**src/rtl/cpu_control_pkg.sv**
```systemverilog
// Shared control definitions for the RV32I CPU: FSM states, opcodes and datapath mux/ALU encodings.
// Both the single-cycle decoder and the multicycle controller import this package.
package cpu_control_pkg;

  typedef enum logic [3:0] {
    S_START     = 4'd0,
    S_FETCH     = 4'd1,
    S_DECODE    = 4'd2,
    S_MEM_ADDR  = 4'd3,
    S_MEM_READ  = 4'd4,
    S_MEM_WB    = 4'd5,
    S_MEM_WRITE = 4'd6,
    S_EXEC_R    = 4'd7,
    S_EXEC_I    = 4'd8,
    S_ALU_WB    = 4'd9,
    S_JAL       = 4'd10,
    S_BRANCH    = 4'd11,
    S_LUI       = 4'd12,
    S_TRAP      = 4'd13
  } state_t;

  localparam logic [6:0] OP_LOAD   = 7'b0000011;
  localparam logic [6:0] OP_STORE  = 7'b0100011;
  localparam logic [6:0] OP_RTYPE  = 7'b0110011;
  localparam logic [6:0] OP_ITYPE  = 7'b0010011;
  localparam logic [6:0] OP_LUI    = 7'b0110111;
  localparam logic [6:0] OP_JAL    = 7'b1101111;
  localparam logic [6:0] OP_BRANCH = 7'b1100011;

  localparam logic [1:0] SRC_A_PC    = 2'b00;
  localparam logic [1:0] SRC_A_OLDPC = 2'b01;
  localparam logic [1:0] SRC_A_RS1   = 2'b10;

  localparam logic [1:0] SRC_B_RS2  = 2'b00;
  localparam logic [1:0] SRC_B_IMM  = 2'b01;
  localparam logic [1:0] SRC_B_FOUR = 2'b10;

  localparam logic [1:0] ALUOP_ADD   = 2'b00;
  localparam logic [1:0] ALUOP_SUB   = 2'b01;
  localparam logic [1:0] ALUOP_FUNCT = 2'b10;

  localparam logic [1:0] RES_ALUOUT = 2'b00;
  localparam logic [1:0] RES_READ   = 2'b01;
  localparam logic [1:0] RES_ALU    = 2'b10;
  localparam logic [1:0] RES_IMM    = 2'b11;

  typedef struct packed {
    logic       memRequest;
    logic       memWrite;
    logic       adrSelect;
    logic       fetch;
    logic       pcUpdate;
    logic       branch;
    logic       regWrite;
    logic [1:0] aluSrcA;
    logic [1:0] aluSrcB;
    logic [1:0] aluOp;
    logic [1:0] resultSelect;
    logic       illegal;
  } ctrl_t;

  // Moore control word for a state; fetch/pcUpdate/branch are later qualified by mem_ready and zero.
  function automatic ctrl_t stateControls(input state_t s);
    ctrl_t c;
    c = '0;
    case (s)
      S_FETCH: begin
        c.memRequest   = 1'b1;
        c.fetch        = 1'b1;
        c.pcUpdate     = 1'b1;
        c.aluSrcA      = SRC_A_PC;
        c.aluSrcB      = SRC_B_FOUR;
        c.aluOp        = ALUOP_ADD;
        c.resultSelect = RES_ALU;
      end
      S_DECODE: begin
        c.aluSrcA = SRC_A_OLDPC;
        c.aluSrcB = SRC_B_IMM;
        c.aluOp   = ALUOP_ADD;
      end
      S_MEM_ADDR: begin
        c.aluSrcA = SRC_A_RS1;
        c.aluSrcB = SRC_B_IMM;
        c.aluOp   = ALUOP_ADD;
      end
      S_MEM_READ: begin
        c.memRequest   = 1'b1;
        c.adrSelect    = 1'b1;
        c.resultSelect = RES_ALUOUT;
      end
      S_MEM_WB: begin
        c.resultSelect = RES_READ;
        c.regWrite     = 1'b1;
      end
      S_MEM_WRITE: begin
        c.memRequest   = 1'b1;
        c.memWrite     = 1'b1;
        c.adrSelect    = 1'b1;
        c.resultSelect = RES_ALUOUT;
      end
      S_EXEC_R: begin
        c.aluSrcA = SRC_A_RS1;
        c.aluSrcB = SRC_B_RS2;
        c.aluOp   = ALUOP_FUNCT;
      end
      S_EXEC_I: begin
        c.aluSrcA = SRC_A_RS1;
        c.aluSrcB = SRC_B_IMM;
        c.aluOp   = ALUOP_FUNCT;
      end
      S_ALU_WB: begin
        c.resultSelect = RES_ALUOUT;
        c.regWrite     = 1'b1;
      end
      S_JAL: begin
        c.aluSrcA      = SRC_A_OLDPC;
        c.aluSrcB      = SRC_B_FOUR;
        c.aluOp        = ALUOP_ADD;
        c.resultSelect = RES_ALUOUT;
        c.pcUpdate     = 1'b1;
      end
      S_BRANCH: begin
        c.aluSrcA      = SRC_A_RS1;
        c.aluSrcB      = SRC_B_RS2;
        c.aluOp        = ALUOP_SUB;
        c.resultSelect = RES_ALUOUT;
        c.branch       = 1'b1;
      end
      S_LUI: begin
        c.resultSelect = RES_IMM;
        c.regWrite     = 1'b1;
      end
      S_TRAP:  c.illegal = 1'b1;
      default: c = '0;
    endcase
    return c;
  endfunction

endpackage

```
**src/rtl/multicycle_controller_if.sv**
```systemverilog
// Control bundle between the multicycle controller (master) and the shared datapath/memory (slave).
interface multicycle_controller_if #(parameter int COUNT_WIDTH = 32);
  logic [6:0]             opcode;
  logic [2:0]             funct3;
  logic                   zero;
  logic                   mem_ready;
  logic                   mem_request;
  logic                   mem_write;
  logic                   adr_select;
  logic                   IR_write;
  logic                   PC_write;
  logic                   reg_write;
  logic [1:0]             ALU_src_A;
  logic [1:0]             ALU_src_B;
  logic [1:0]             ALU_op;
  logic [1:0]             result_select;
  logic                   illegal;
  logic [COUNT_WIDTH-1:0] instr_retired;
  logic [3:0]             state;

  modport master (
    input  opcode, funct3, zero, mem_ready,
    output mem_request, mem_write, adr_select, IR_write, PC_write, reg_write,
           ALU_src_A, ALU_src_B, ALU_op, result_select, illegal, instr_retired, state
  );

  modport slave (
    output opcode, funct3, zero, mem_ready,
    input  mem_request, mem_write, adr_select, IR_write, PC_write, reg_write,
           ALU_src_A, ALU_src_B, ALU_op, result_select, illegal, instr_retired, state
  );
endinterface

```
**src/rtl/multicycle_controller.sv**
```systemverilog
// Moore control FSM sequencing the shared multicycle RV32I datapath, with memory wait states,
// an absorbing illegal-instruction trap and a retired-instruction counter.
module multicycle_controller
  import cpu_control_pkg::*;
#(
  parameter int COUNT_WIDTH = 32
) (
  input  logic                   clock,
  input  logic                   reset_n,
  multicycle_controller_if.master bus
);

  state_t                 r_state;
  state_t                 w_next;
  ctrl_t                  r_ctrl;
  logic [COUNT_WIDTH-1:0] r_retired;
  logic                   w_retire;
  logic                   w_taken;

  always_comb begin
    w_next = S_TRAP;
    case (r_state)
      S_START:     w_next = S_FETCH;
      S_FETCH:     w_next = bus.mem_ready ? S_DECODE : S_FETCH;
      S_DECODE: begin
        case (bus.opcode)
          OP_LOAD, OP_STORE: w_next = S_MEM_ADDR;
          OP_RTYPE:          w_next = S_EXEC_R;
          OP_ITYPE:          w_next = S_EXEC_I;
          OP_LUI:            w_next = S_LUI;
          OP_JAL:            w_next = S_JAL;
          OP_BRANCH:         w_next = (bus.funct3[2:1] == 2'b00) ? S_BRANCH : S_TRAP;
          default:           w_next = S_TRAP;
        endcase
      end
      S_MEM_ADDR:  w_next = (bus.opcode == OP_STORE) ? S_MEM_WRITE : S_MEM_READ;
      S_MEM_READ:  w_next = bus.mem_ready ? S_MEM_WB : S_MEM_READ;
      S_MEM_WB:    w_next = S_FETCH;
      S_MEM_WRITE: w_next = bus.mem_ready ? S_FETCH : S_MEM_WRITE;
      S_EXEC_R:    w_next = S_ALU_WB;
      S_EXEC_I:    w_next = S_ALU_WB;
      S_ALU_WB:    w_next = S_FETCH;
      S_JAL:       w_next = S_ALU_WB;
      S_BRANCH:    w_next = S_FETCH;
      S_LUI:       w_next = S_FETCH;
      S_TRAP:      w_next = S_TRAP;
      default:     w_next = S_TRAP;
    endcase
  end

  // Only final-step states retire; START and TRAP never reach FETCH through this path.
  assign w_retire = (w_next == S_FETCH) &&
                    (r_state inside {S_MEM_WB, S_MEM_WRITE, S_ALU_WB, S_BRANCH, S_LUI});

  // Control word is registered for the state being entered, so outputs are glitch-free per state.
  always_ff @(posedge clock or negedge reset_n) begin
    if (!reset_n) begin
      r_state   <= S_START;
      r_ctrl    <= '0;
      r_retired <= '0;
    end else begin
      r_state <= w_next;
      r_ctrl  <= stateControls(w_next);
      if (w_retire) begin
        r_retired <= r_retired + {{(COUNT_WIDTH-1){1'b0}}, 1'b1};
      end
    end
  end

  assign w_taken = bus.zero ^ bus.funct3[0];

  assign bus.mem_request   = r_ctrl.memRequest;
  assign bus.mem_write     = r_ctrl.memWrite;
  assign bus.adr_select    = r_ctrl.adrSelect;
  assign bus.IR_write      = r_ctrl.fetch & bus.mem_ready;
  assign bus.PC_write      = (r_ctrl.pcUpdate & (~r_ctrl.fetch | bus.mem_ready)) |
                             (r_ctrl.branch & w_taken);
  assign bus.reg_write     = r_ctrl.regWrite;
  assign bus.ALU_src_A     = r_ctrl.aluSrcA;
  assign bus.ALU_src_B     = r_ctrl.aluSrcB;
  assign bus.ALU_op        = r_ctrl.aluOp;
  assign bus.result_select = r_ctrl.resultSelect;
  assign bus.illegal       = r_ctrl.illegal;
  assign bus.instr_retired = r_retired;
  assign bus.state         = r_state;

endmodule
```
**src/flat_wrapper.sv**
```systemverilog
// flat-port wrapper written by rule: the top's interface ports become plain ports
module multicycle_controller_flat import cpu_control_pkg::*;
#(
  parameter int COUNT_WIDTH = 32
)
  (clock, reset_n, bus_opcode, bus_funct3, bus_zero, bus_mem_ready, bus_mem_request, bus_mem_write, bus_adr_select, bus_IR_write, bus_PC_write, bus_reg_write, bus_ALU_src_A, bus_ALU_src_B, bus_ALU_op, bus_result_select, bus_illegal, bus_instr_retired, bus_state);
  multicycle_controller_if #(.COUNT_WIDTH(COUNT_WIDTH)) bus_i ();
  input  logic clock;
  input  logic reset_n;
  input wire logic [$bits(bus_i.opcode)-1:0] bus_opcode;
  input wire logic [$bits(bus_i.funct3)-1:0] bus_funct3;
  input wire logic [$bits(bus_i.zero)-1:0] bus_zero;
  input wire logic [$bits(bus_i.mem_ready)-1:0] bus_mem_ready;
  output wire logic [$bits(bus_i.mem_request)-1:0] bus_mem_request;
  output wire logic [$bits(bus_i.mem_write)-1:0] bus_mem_write;
  output wire logic [$bits(bus_i.adr_select)-1:0] bus_adr_select;
  output wire logic [$bits(bus_i.IR_write)-1:0] bus_IR_write;
  output wire logic [$bits(bus_i.PC_write)-1:0] bus_PC_write;
  output wire logic [$bits(bus_i.reg_write)-1:0] bus_reg_write;
  output wire logic [$bits(bus_i.ALU_src_A)-1:0] bus_ALU_src_A;
  output wire logic [$bits(bus_i.ALU_src_B)-1:0] bus_ALU_src_B;
  output wire logic [$bits(bus_i.ALU_op)-1:0] bus_ALU_op;
  output wire logic [$bits(bus_i.result_select)-1:0] bus_result_select;
  output wire logic [$bits(bus_i.illegal)-1:0] bus_illegal;
  output wire logic [$bits(bus_i.instr_retired)-1:0] bus_instr_retired;
  output wire logic [$bits(bus_i.state)-1:0] bus_state;
  assign bus_i.opcode = bus_opcode;
  assign bus_i.funct3 = bus_funct3;
  assign bus_i.zero = bus_zero;
  assign bus_i.mem_ready = bus_mem_ready;
  assign bus_mem_request = bus_i.mem_request;
  assign bus_mem_write = bus_i.mem_write;
  assign bus_adr_select = bus_i.adr_select;
  assign bus_IR_write = bus_i.IR_write;
  assign bus_PC_write = bus_i.PC_write;
  assign bus_reg_write = bus_i.reg_write;
  assign bus_ALU_src_A = bus_i.ALU_src_A;
  assign bus_ALU_src_B = bus_i.ALU_src_B;
  assign bus_ALU_op = bus_i.ALU_op;
  assign bus_result_select = bus_i.result_select;
  assign bus_illegal = bus_i.illegal;
  assign bus_instr_retired = bus_i.instr_retired;
  assign bus_state = bus_i.state;
  multicycle_controller #(.COUNT_WIDTH(COUNT_WIDTH)) u_core (.clock(clock), .reset_n(reset_n), .bus(bus_i));
endmodule
```
**config.mk**
```make
export PLATFORM = sky130hd
export DESIGN_NAME = multicycle_controller_flat
export DESIGN_NICKNAME = d
export VERILOG_FILES = /design/src/rtl/cpu_control_pkg.sv /design/src/rtl/multicycle_controller_if.sv /design/src/rtl/multicycle_controller.sv /design/src/flat_wrapper.sv
export SDC_FILE = /design/constraint.sdc
export NUM_CORES = 1
export LEC_CHECK = 0
export CORE_ASPECT_RATIO = 1.2
export CORE_MARGIN = 2
export CORE_UTILIZATION = 44
export CTS_BUF_LIST = sky130_fd_sc_hd__clkbuf_4 sky130_fd_sc_hd__clkbuf_8 sky130_fd_sc_hd__clkbuf_16
export DETAILED_ROUTE_END_ITERATION = 8
export PLACE_DENSITY_LB_ADDON = 0.1
export SLEW_MARGIN = 0
export SYNTH_ARGS = -nofsm -noshare
export SYNTH_HDL_FRONTEND = slang
export SYNTH_SLANG_ARGS = --single-unit
```
**constraint.sdc**
```tcl
create_clock -name clock -period 2.1 [get_ports clock]
set_clock_uncertainty 0.05 [all_clocks]
set_input_delay 0.525 -clock clock [delete_from_list [all_inputs] [get_ports clock]]
set_output_delay 0.525 -clock clock [all_outputs]
set_load 0.1 [all_outputs]
```
### Word level (Yosys, flattened, before mapping)

Cells that the tools add are included.
Widths: inputs -> output; s select.

| word-level totals | value |
|---|---|
| output and inout bits | 51 |
| input bits | 14 |
| word-level logic and storage cells | 82 |
| register bits after elaboration | 52 |

| cells by class | value |
|---|---|
| add/subtract/negate cells | 1 |
| bitwise gates (word level) | 7 |
| reduce and logical (&&, ||, !) cells | 11 |
| eq/ne operators | 32 |
| mux-type cells | 17 |

Operators with widths:

| operator | count |
|---|---|
| $eq 4x4->1 const B | 11 |
| $pmux 6 s7 | 1 |
| $add 32x1->32 const B | 1 |
| $eq 4x3->1 const B | 8 |
| $pmux 4 s7 | 1 |
| $pmux 4 s6 | 1 |
| $eq 7x6->1 const B | 3 |
| $eq 4x2->1 const B | 4 |
| $eq 7x7->1 const B | 2 |
| $mux 1 | 9 |
| $reduce_or 3->1 | 3 |
| $eq 4x1->1 const B | 2 |
| $eq 7x2->1 const B | 1 |
| $eq 7x5->1 const B | 1 |
| $mux 3 | 2 |
| $pmux 2 s3 | 1 |
| $reduce_or 2->1 | 3 |
| $reduce_bool 5->1 | 1 |
| $reduce_or 5->1 | 1 |
| $logic_not 4->1 | 1 |
| $mux 2 | 2 |
| $and 1x1->1 | 3 |
| $logic_not 2->1 | 1 |
| $or 1x1->1 | 2 |
| 3 further kinds | 3 |

### Longest topological paths before layout

| depth | value |
|---|---|
| word-level depth | 7 |
| gate-level depth with buffers | 8 |
| depth with buffers taken out | 7 |

### Worst setup path before layout

OpenSTA, ideal clock, no wires.

| path | value |
|---|---|
| path type | register to register |
| start point | register u_core.r_state[0] (netlist: u_core.bus.state[0]) |
| end point | register u_core.r_retired[25] (netlist: u_core.bus.instr_retired[25]) |
| path buffers | 2 |
| setup time | 0.162 ns |
| stages on the path, launching flop included | 9 |
| slack | -0.586 ns |
| arrival time | 2.473 ns |
| data required time | 1.888 ns |
| clock period less this slack | 2.686 ns |
| path through | dfrtp_1 > buf_2 > nor2b_1 > o211ai_1 > a211o_1 > or2_1 > buf_6 > nor3_2 > xor2_1 |

| on the way | value |
|---|---|
| longest elaborated chain between the ends | 5 |
| elaborated cells between the ends (all ways) | 19 |
| those cells by class | eq/ne: 13; mux: 1; reduce/logical: 5 |

RTL lines:

| what | RTL line | source |
|---|---|---|
| start: declaration | multicycle_controller.sv:13 | `state_t r_state;` |
| start signal: assignment | multicycle_controller.sv:62 | `r_state <= w_next;` |
| $eq 4x4->1, or another cell as far along | multicycle_controller.sv:22, multicycle_controller.sv:53 |  |
| $reduce_or 5->1 (no line) / $reduce_or 3->1 (equally long branches) | - |  |
| $pmux 4 s7 | multicycle_controller.sv:22 | `case (r_state)` |
| $eq 4x1->1 | multicycle_controller.sv:52 | `assign w_retire = (w_next == S_FETCH) &&` |
| $logic_and 1x1->1 * | multicycle_controller.sv:52 |  |
| end signal: assignment | multicycle_controller.sv:65 | `r_retired <= r_retired + {{(COUNT_WIDTH-1){1'b0}}, 1'b1};` |
| end: declaration | multicycle_controller.sv:16 | `logic [COUNT_WIDTH-1:0] r_retired;` |

Every way passes the cells marked *; elsewhere a longest branch is shown, timed or not.
A chain may end at the register's enable or synchronous reset.

### Worst setup path in the final report

| path | value |
|---|---|
| start point | register u_core.r_state[0] (netlist: u_core.bus.state[0]) |
| end point | register u_core.r_retired[27] (netlist: u_core.bus.instr_retired[27]) |

The elaborated chain is that of the path after synthesis.

==> qor.csv <==
stage,metric,value,unit
worst_hold_path,Hold Path Class,input pin to asynchronous set/reset pin,
detailed_routing,Post-DRT Antenna Nets,0,
sta,min Tclk post-route,2.233,ns
synthesis,post-synthesis cell count,259,
finish,storage element area,1331,um^2
grt,total congestion overflow,0,
setup_path,worst r2r path cells,7,
floorplan,Rows,30,
placement,placed cell areas,3849,um^2
floorplan,core area,5668,um^2
sta,measured slew at the worst slew-check pin,0.3335,ns
placement,port buffer count,64,
detailed_routing,wire length per cell,14.69,um
synthesis,largest area contributor in the netlist,dfrtp_1,
synthesis,sequential area share after synthesis,50.46,%
clock_tree,hold_buf cts,0,
finish,# fillers,366,
pwr,LEAKAGE,1.899,nW
synthesis,top-count cell post-synth,dfrtp_1,
floorplan,IO Pins,65,
synthesis,main flop type after synthesis,dfrtp_1,
job,Max Cap Viol,0,
detailed_routing,vias per cell,5.103,
floorplan,die area,6492,um^2
setup_path,reg2reg end,u_core.bus.instr_retired[27]$_DFFE_PN0P_,
synthesis,post-synthesis cell type count,49,
synthesis,#FFs+latches synth,52,
setup_path,critical path type,register to register,
setup_path,CP Max Fanout,6,
pwr,pwr dens,1288,nW/um^2
pwr,Max rail drop VDD,790.6,uV
grt,vias in the first global route,2220,
clock_tree,Inserted Clock Buffers,5,
sta,Final Max Tran Viols,0,
synthesis,"Net Count, Synth",274,
floorplan,height of the chip,87.86,um
placement,DP HPWL,4240,um
sta,RSZ-0062 raised after global routing,true,
floorplan,Initial Util,45.50,%
setup_path,Crit path arrival time,2.42,ns
clock_tree,clk sinks,52,
clock_tree,Clock Latency Late Sink,0.31,ns
finish,P&R area growth vs syn,67.10,%
synthesis,"Async S/R FF share, synth",100.0,%
grt,Tot GR Track Use,20.71,%
setup_path,Crit path required time,2.28,ns
synthesis,most frequent cells after synthesis,"dfrtp_1, nor2_1, nand2_1",
outcome,status,"complete, but fails checks",
sta,final hold viol count,0,
clock_tree,CTS Root Cell,clkbuf_8,
clock_tree,clock slew at reported path FFs,0.11,ns
synthesis,"EDFF count, synth",0,
detailed_routing,DRT iter0 DRCs,127,
finish,diode count,0,
sta,Final setup violation count,24,
floorplan,Die Wd,73.89,um
detailed_routing,DRC viols,0,
sta,final worst setup slack,-0.1328,ns
grt,largest net degree at the start of global routing,53,
sta,Fmax,0.4479,GHz
synthesis,leading post-synthesis cells by cell area,"dfrtp_1, xor2_1, xnor2_1, nor2_1, nand2_1",
grt,initial antenna violation count,0,
setup_path,crit path launch,u_core.bus.state[0]$_DFF_PN0_,
finish,ratio of cells with drive above 1 in the final layout,48.46,%
placement,Placer Congestion,0.8708,
outcome,failing checks,setup timing,
synthesis,Mapped Area,2579,um^2
clock_tree,clock tree buffer depth,2,
synthesis,post-synth top area share,50.46,%
setup_path,worst r2r src,u_core.bus.state[0]$_DFF_PN0_,
setup_path,reg2reg setup slack,-0.13,ns
finish,multi-input logic area,1405,um^2
detailed_routing,DR pass1 iterations,4,
clock_tree,CTS H-tree depth,2,
sta,Tcrit/Tclk final,106.3,%
finish,final net count,371,
setup_path,Setup crit start kind,register,
finish,post-route cell area,4309,um^2
grt,first-pass GRT wire length,10400,um
detailed_routing,total number of vias,2230,
sta,hold slack,0.1302,ns
synthesis,number of synthesis warnings,0,
detailed_routing,WL final,6418,um
clock_tree,CTS tree,yes,
synthesis,syn avg cell area,9.956,um^2
setup_path,Worst setup EP type,register,
sta,Slew HR,77.56,%
-- cell families after synthesis --
logic type	Yosys count	share of synthesized area, %
AOI/OAI and AO/OA	33	9.269
DFF	52	50.46
buffers and inverters	29	6.113
adders and majority gates	1	0.4851
muxes	1	0.4367
xor gates and xnor gates	33	11.21
and+or+nand+nor	110	22.03
-- power breakdown --
part           switching, mW  leakage, nW  internal, mW
Combinational           2.29         1.27          1.24
Sequential             0.174        0.586          1.23
Clock                  0.365       0.0463         0.245
-- per-stage QoR --
step	util (%)	cells	worst slack (ns)	TNS, ns	total power, mW
CTS	73.47	433	-0.1308	-1.580	5.393
global placement	67.90	420	-0.6212	-14.44	4.580
finish	76.03	437	-0.1328	-1.990	5.548
detailed placement	67.90	420	-0.6529	-15.15	4.612
global route	76.03	437	-0.1993	-3.708	5.790
floorplan	-	259	-0.2361	-3.586	3.552
-- timing repair --
action	in CTS	in global routing
resized for setup	59	28
buffers inserted	5	4
pin swaps	24	12
setup endpoints to repair	40	37
-- worst max-delay path by stage --
stage                                                    end  slack (ns)
finish              u_core.bus.instr_retired[27]$_DFFE_PN0P_       -0.13
global route        u_core.bus.instr_retired[27]$_DFFE_PN0P_       -0.20
CTS                 u_core.bus.instr_retired[27]$_DFFE_PN0P_       -0.13
detailed placement         u_core.bus.ALU_src_B[0]$_DFF_PN0_       -0.65
global placement           u_core.bus.ALU_src_B[0]$_DFF_PN0_       -0.62
floorplan           u_core.bus.instr_retired[25]$_DFFE_PN0P_       -0.24
-- sequential cells by signal, summed over array words and instances (netlist names) --
register,flops
u_core.bus.reg_write,1
u_core.bus.adr_select,1
u_core.bus.ALU_op,2
u_core.bus.ALU_src_B,2
u_core.bus.illegal,1
u_core.bus.mem_write,1
u_core.bus.ALU_src_A,2
u_core.bus.mem_request,1
u_core.bus.state,4
u_core.bus.result_select,2
u_core.bus.instr_retired,32
u_core.r_ctrl,3
-- worst max-delay path, stage by stage, from the launching register on --
cell and delay [ns]:
dfrtp_4 0.50, buf_8 0.12, or3b_4 0.37, a21o_1 0.20, a211o_1 0.31, or2_4 0.31
nor2_4 0.13, xor2_1 0.16
-- cell type report --
| cell class | count | area share, % |
|---|---|---|
| clock inverter | 3 | 0.6388 |
| multi-input combinational | 178 | 32.61 |
| tap | 80 | 2.323 |
| timing repair buffer | 105 | 30.66 |
| clock buffer | 5 | 1.597 |
| sequential | 52 | 30.89 |
| inverter | 14 | 1.278 |
-- metal layers --
metal  part of all wire, %  GRT usage (%)  wire [um]
met5                     0              0          0
met4                   2.1          6.942        133
met3                   3.8          4.143        243
met2                    54          35.55       3474
met1                    40          25.95       2568
-- layout by cell type (no fill, tap or decap), types with 3 or more instances in the layout --
cell	count
nor3_4	5
dfrtp_2	12
xor2_1	21
nor2_4	8
nand2_1	21
buf_4	49
xnor2_1	11
and3_1	6
o21ai_0	4
nor2_2	3
nand3_1	12
buf_12	39
a21oi_1	4
a211o_1	3
clkbuf_8	5
nor2_1	16
nand2_2	3
inv_1	12
nand4_1	5
or2_4	3
o21ai_2	3
dlygate4sd2_1	8
dfrtp_4	4
dfrtp_1	36
No activity file was read; power rests on OpenSTA's default activity.
